==> config.mk <==
export PLATFORM = sky130hd
export DESIGN_NAME = sram_mem_ctrl
export DESIGN_NICKNAME = d
export VERILOG_FILES = /design/src/rtl/sram_mem_ctrl.sv
export SDC_FILE = /design/constraint.sdc
export NUM_CORES = 1
export LEC_CHECK = 0
export ABC_AREA = 0
export BUFFER_PORTS_ARGS = -buffer_cell sky130_fd_sc_hd__buf_4
export CORE_MARGIN = 3
export CORE_UTILIZATION = 50
export CTS_BUF_LIST = sky130_fd_sc_hd__clkbuf_4
export CTS_CLUSTER_DIAMETER = 30
export DETAILED_ROUTE_END_ITERATION = 6
export PLACE_DENSITY = 0.91
export SLEW_MARGIN = 25
export SYNTH_ARGS = -nofsm -noshare
export SYNTH_HDL_FRONTEND = slang
export SYNTH_SLANG_ARGS = --single-unit
==> constraint.sdc <==
create_clock -name clk -period 3.9 [get_ports clk]
set_input_delay 0 -clock clk [delete_from_list [all_inputs] [get_ports clk]]
set_output_delay 0 -clock clk [all_outputs]
set_load 0.02 [all_outputs]
==> src/rtl/sram_mem_ctrl.sv <==
// sram_mem_ctrl: MEM-stage bridge from the 32-bit pipeline to a 16-bit async SRAM.
// Each load/store becomes two half-word accesses (low half, then high half), each
// held on the bus for WAIT_CYCLES cycles. ready stays low until the word is done.
// Build option: define SRAM_ACCESS_CNT_EN to include the completed-access counter.
module sram_mem_ctrl #(
    parameter int WAIT_CYCLES = 2,
    parameter int ADDR_BASE   = 1024,
    parameter int SRAM_AW     = 18
) (
    input  logic               clk,
    input  logic               rst_n,
    input  logic               rd_en,
    input  logic               wr_en,
    input  logic [31:0]        addr,
    input  logic [31:0]        wdata,
    output logic [31:0]        rdata,
    output logic               ready,
    output logic [SRAM_AW-1:0] sram_addr,
    output logic [15:0]        sram_dq_out,
    input  logic [15:0]        sram_dq_in,
    output logic               sram_dq_oe,
    output logic               sram_we_n,
    output logic [31:0]        access_cnt
);

    localparam int CW = (WAIT_CYCLES > 1) ? $clog2(WAIT_CYCLES) : 1;
    localparam logic [CW-1:0] WLAST = CW'(WAIT_CYCLES - 1);

    typedef enum logic [1:0] {
        ST_IDLE = 2'd0,
        ST_LO   = 2'd1,
        ST_HI   = 2'd2,
        ST_DONE = 2'd3
    } state_t;

    state_t             state_q, state_d;
    logic [CW-1:0]      wcnt_q, wcnt_d;
    logic               op_wr_q, op_wr_d;
    logic [SRAM_AW-2:0] wa_q, wa_d;
    logic [31:0]        wdata_q, wdata_d;
    logic [31:0]        rdata_q, rdata_d;
    logic               we_n_q, we_n_d;
    logic               oe_q, oe_d;
    logic [SRAM_AW-1:0] saddr_q, saddr_d;
    logic [15:0]        dq_q, dq_d;
    logic               last_s;

    // SRAM word index of a byte address; wraps mod 2^32 and keeps only the low bits.
    function automatic logic [SRAM_AW-2:0] word_addr(input logic [31:0] a);
        word_addr = (SRAM_AW-1)'((a - 32'(ADDR_BASE)) >> 2);
    endfunction

    assign last_s = (wcnt_q == WLAST);

    // Next-state, request latching, per-half wait counting and read-data capture.
    always_comb begin
        state_d = state_q;
        wcnt_d  = wcnt_q;
        op_wr_d = op_wr_q;
        wa_d    = wa_q;
        wdata_d = wdata_q;
        rdata_d = rdata_q;
        case (state_q)
            ST_IDLE: begin
                if (rd_en || wr_en) begin
                    state_d = ST_LO;
                    wcnt_d  = {CW{1'b0}};
                    op_wr_d = wr_en;          // write wins over a simultaneous read
                    wa_d    = word_addr(addr);
                    wdata_d = wdata;
                end else begin
                    state_d = ST_IDLE;
                end
            end
            ST_LO: begin
                if (last_s) begin
                    state_d = ST_HI;
                    wcnt_d  = {CW{1'b0}};
                    if (!op_wr_q) begin
                        rdata_d[15:0] = sram_dq_in;
                    end else begin
                        rdata_d = rdata_q;
                    end
                end else begin
                    wcnt_d = wcnt_q + CW'(1);
                end
            end
            ST_HI: begin
                if (last_s) begin
                    state_d = ST_DONE;
                    wcnt_d  = {CW{1'b0}};
                    if (!op_wr_q) begin
                        rdata_d[31:16] = sram_dq_in;
                    end else begin
                        rdata_d = rdata_q;
                    end
                end else begin
                    wcnt_d = wcnt_q + CW'(1);
                end
            end
            ST_DONE: begin
                state_d = ST_IDLE;
                wcnt_d  = {CW{1'b0}};
            end
            default: begin
                state_d = ST_IDLE;
                wcnt_d  = {CW{1'b0}};
            end
        endcase
    end

    // Bus values for the coming cycle, derived from the next state so the pads are registered.
    always_comb begin
        we_n_d  = 1'b1;
        oe_d    = 1'b0;
        saddr_d = {SRAM_AW{1'b0}};
        dq_d    = 16'h0000;
        case (state_d)
            ST_LO: begin
                we_n_d  = ~op_wr_d;
                oe_d    = op_wr_d;
                saddr_d = {wa_d, 1'b0};
                dq_d    = op_wr_d ? wdata_d[15:0] : 16'h0000;
            end
            ST_HI: begin
                we_n_d  = ~op_wr_d;
                oe_d    = op_wr_d;
                saddr_d = {wa_d, 1'b1};
                dq_d    = op_wr_d ? wdata_d[31:16] : 16'h0000;
            end
            default: begin
                we_n_d  = 1'b1;
                oe_d    = 1'b0;
                saddr_d = {SRAM_AW{1'b0}};
                dq_d    = 16'h0000;
            end
        endcase
    end

    // State, latched request and bus registers; reset parks the bus in a safe idle.
    always_ff @(posedge clk or negedge rst_n) begin
        if (!rst_n) begin
            state_q <= ST_IDLE;
            wcnt_q  <= {CW{1'b0}};
            op_wr_q <= 1'b0;
            wa_q    <= {(SRAM_AW-1){1'b0}};
            wdata_q <= 32'h0000_0000;
            rdata_q <= 32'h0000_0000;
            we_n_q  <= 1'b1;
            oe_q    <= 1'b0;
            saddr_q <= {SRAM_AW{1'b0}};
            dq_q    <= 16'h0000;
        end else begin
            state_q <= state_d;
            wcnt_q  <= wcnt_d;
            op_wr_q <= op_wr_d;
            wa_q    <= wa_d;
            wdata_q <= wdata_d;
            rdata_q <= rdata_d;
            we_n_q  <= we_n_d;
            oe_q    <= oe_d;
            saddr_q <= saddr_d;
            dq_q    <= dq_d;
        end
    end

    assign ready       = (state_q == ST_DONE) || ((state_q == ST_IDLE) && !rd_en && !wr_en);
    assign rdata       = rdata_q;
    assign sram_we_n   = we_n_q;
    assign sram_dq_oe  = oe_q;
    assign sram_addr   = saddr_q;
    assign sram_dq_out = dq_q;

`ifdef SRAM_ACCESS_CNT_EN
    logic [31:0] cnt_q, cnt_d;

    // One count per completed access, taken in the DONE cycle; wraps naturally.
    always_comb begin
        if (state_q == ST_DONE) begin
            cnt_d = cnt_q + 32'd1;
        end else begin
            cnt_d = cnt_q;
        end
    end

    // Access counter register.
    always_ff @(posedge clk or negedge rst_n) begin
        if (!rst_n) begin
            cnt_q <= 32'h0000_0000;
        end else begin
            cnt_q <= cnt_d;
        end
    end

    assign access_cnt = cnt_q;
`else
    assign access_cnt = 32'h0000_0000;
`endif

endmodule

==> impl_metrics.toml <==
[outcome]
outcome = "completed"

[yosys]
synth_top_area_share_pct = 58.3
syn_inst = 429
synth_area_per_cell_sq_um = 12.0
ys_ff_latch = 121
yosysSeqAreaShare_pct = 58.8
ys_top_cells_by_area = "dfrtp_1 (58%), mux2_2 (6.1%), buf_4 (4.8%), nand2_1 (3.9%), o21ai_0 (3.8%)"
syn_area_sq_um = 5150
ys_warn_count = 0
synth_top_cell_by_area = "dfrtp_1"
yosys.cell_types.count = 33

[die]
core_sq_um = 9910
initial_core_util_pct = 52.0
ios = 185
placementRows = 36
die-area_sq_um = 11600
die_h_um = 108
fp.dieW_um = 108

[global_routing]
grt_first_pass_wirelength_mm = 21.1
grt_max_degree = 52
grt_pass1_vias = 4264
track_usage_pct = 23.6
grt_overflow = 0
antenna_found_initial = 0

[run]
cap_violations = 0

[place]
post_dp_cell_area_sq_um = 6160
hpwlAfterDp_mm = 8.05
routabilityCongestion = 0.784
place_ws_ps = 1400
port_buffers = 137

[setup_path]
slowest_stage = "o211a_1"
crit_chain = "inv_1 > ha_1 > nor2b_1 > o22ai_1 > o21a_1 > ha_1 > inv_1 > o211a_1 > a32o_1"
crit_path_end_kind = "flop"
critPathArrivalTime_ps = 2970
critPathMaxFanout = 16
startpoint_type = "flop"
cp.required_ps = 4340
slowest_delay_ps = 590
path_class = "flop to flop"

[clock_network]
cts_resized = 0
hold_buffers = 72
worstSkewPairLatency_ps = 500
cts_root_buf = "clkbuf_4"
cts.sinks = 121
cts_tree = "done"
cts_setup_buffers = 0
path_clk_slew_ps = 100
cts.path.max_buffers = 2
cts_buffers = 17
cts_max_level = 4

[sta]
slew_headroom_pct = 37.9
rsz0062_at_grt = "false"
fmax_mhz = 395
layout_setup_ws_ps = 1370
setup-tns-final_ps = 0
min_period_ps = 2530
worst_pin_slew_ps = 931
hold_viol_final = 0
slew_violations = 0
setup_violations = 0
fin_crit_sh_pct = 64.9
whs_ps = 285
fin_skew_ps = 12.1

[pwr]
ir_drop_mv = 0.336
power_density_nw_per_um2 = 769
p_leak_nw = 3.49

[finish]
diodes = 0
area_growth_pct = 39.0
stdcell_area_sq_um = 7170
final_core_util_pct = 72.3
drive_gt1_share_pct = 33.6
regArea_sq_um = 3030
multi_input_area_sq_um = 1870
nets = 737
n_fill_cell = 637

[drt]
ant_nets = 0
drt_wl_total_mm = 13.4
firstDrtPassIters = 5
drc = 0
via_per_inst = 5.10
routedWlPerCell_um = 17.0
dr.first_iter.drc_count = 269
via_count = 4014

[worst_hold_path]
hold_path.class = "input pin to flop"
## metrics by stage
| step | instances | power, mW |
|---|---|---|
| after floorplan | 460 | 3.72 |
| after global placement | 682 | 4.45 |
| after detailed placement | 682 | 4.57 |
| after CTS | 785 | 5.47 |
| after global routing | 787 | 5.86 |
| final | 787 | 5.51 |
## critical path, delay by kind of cell, from the launching register on
family,cells,cell delay (ps)
AO/OA/AOI/OAI,4,1130
adder cells (fa/ha/maj),2,500
flip-flops,1,440
buffers and inverters,2,260
AND/OR/NAND/NOR,1,130
## worst paths after layout
kind	end	depth (start not counted)	slack (ps)	startpoint
min reg2reg	wa_q[8]	2	480	wa_q[8]
min	wa_q[1]	3	290	addr[3]
max reg2reg	sram_dq_out[2]	9	1370	state_q[1]
min in group asynchronous	rdata[16]	4	550	rst_n
max in group asynchronous	wdata_q[7]	4	2710	rst_n
max	sram_dq_out[2]	9	1370	state_q[1]
## registers in the layout (all words and copies together) (netlist names)
register and cells:
rdata 32, wdata_q 32, sram_addr 18, wa_q 17
sram_dq_out 16, state_q 2, last_s 1, op_wr_q 1
sram_dq_oe 1, sram_we_n 1
## cell families (layout without fill, tap and decap cells)
family          after synthesis  in the layout  share of synthesized area [%]
flops                       121            121                           58.8
simple gates                117            117                           11.1
compound gates               76             76                           9.73
buf+inv                      59            253                           7.26
mux                          41             41                           9.90
fa+ha+maj                    11             11                           2.67
xor+xnor                      3              3                          0.510
other cells                   1             32                         0.0727
## synthesized netlist by cell type (all sizes together)
library cell / number
o211a: 1
nor3: 10
and2: 10
or2: 2
xnor2: 3
nand3b: 2
o21a: 3
a211oi: 8
nor4: 1
mux2: 41
o21ai: 40
dfrtp: 120
o22ai: 1
ha: 11
buf: 41
and4: 4
inv: 5
nor2b: 4
nand2b: 17
dfstp: 1
conb: 1
clkbuf: 13
a32o: 16
nand2: 53
o21ba: 1
a21boi: 1
a21oi: 5
nor2: 12
nor3b: 2
## where the power goes
part | total (mW) | switching (mW) | internal, mW
Sequential | 2.09 | 0.253 | 1.83
Combinational | 2.59 | 1.43 | 1.15
Clock | 0.835 | 0.448 | 0.387
## area by class of cell
type / count / share of cell area, %
flip-flops and latches: 121 / 42.3
multi-input cells: 280 / 26.1
repair buffers: 217 / 25.5
well taps: 133 / 2.32
clock buffers: 20 / 2.09
clock inverters: 11 / 1.48
inverters: 5 / 0.262
## layout by cell type, fill, tap and decap left out, types with 3 or more instances in the layout
cell type	synthesis	routed
a32o_1	16	16
o21ai_0	39	39
nor3_1	10	10
a211oi_1	8	8
a21oi_1	5	5
and4_1	4	4
ha_1	11	11
clkinv_2	0	4
xnor2_1	3	3
dfrtp_1	120	120
conb_1	1	32
clkinv_1	0	3
nand2b_1	17	17
mux2_4	13	13
and2_1	10	10
dlygate4sd3_1	0	71
buf_4	33	143
inv_1	5	5
nand2_1	53	53
mux2_2	28	28
nor2b_1	4	4
nor2_1	12	12
clkbuf_4	0	20
## routing by layer
metal	global-route usage [%]	routed length, um	vias up	share of wire [%]
met4	9.47	219	0	1.6
met5	0	0	-	0
met3	5.46	885	22	6.6
met2	41.9	7120	180	53
met1	27.5	5170	1979	39
li1	-	-	1833	-
Power figures use the tool's default switching activity.
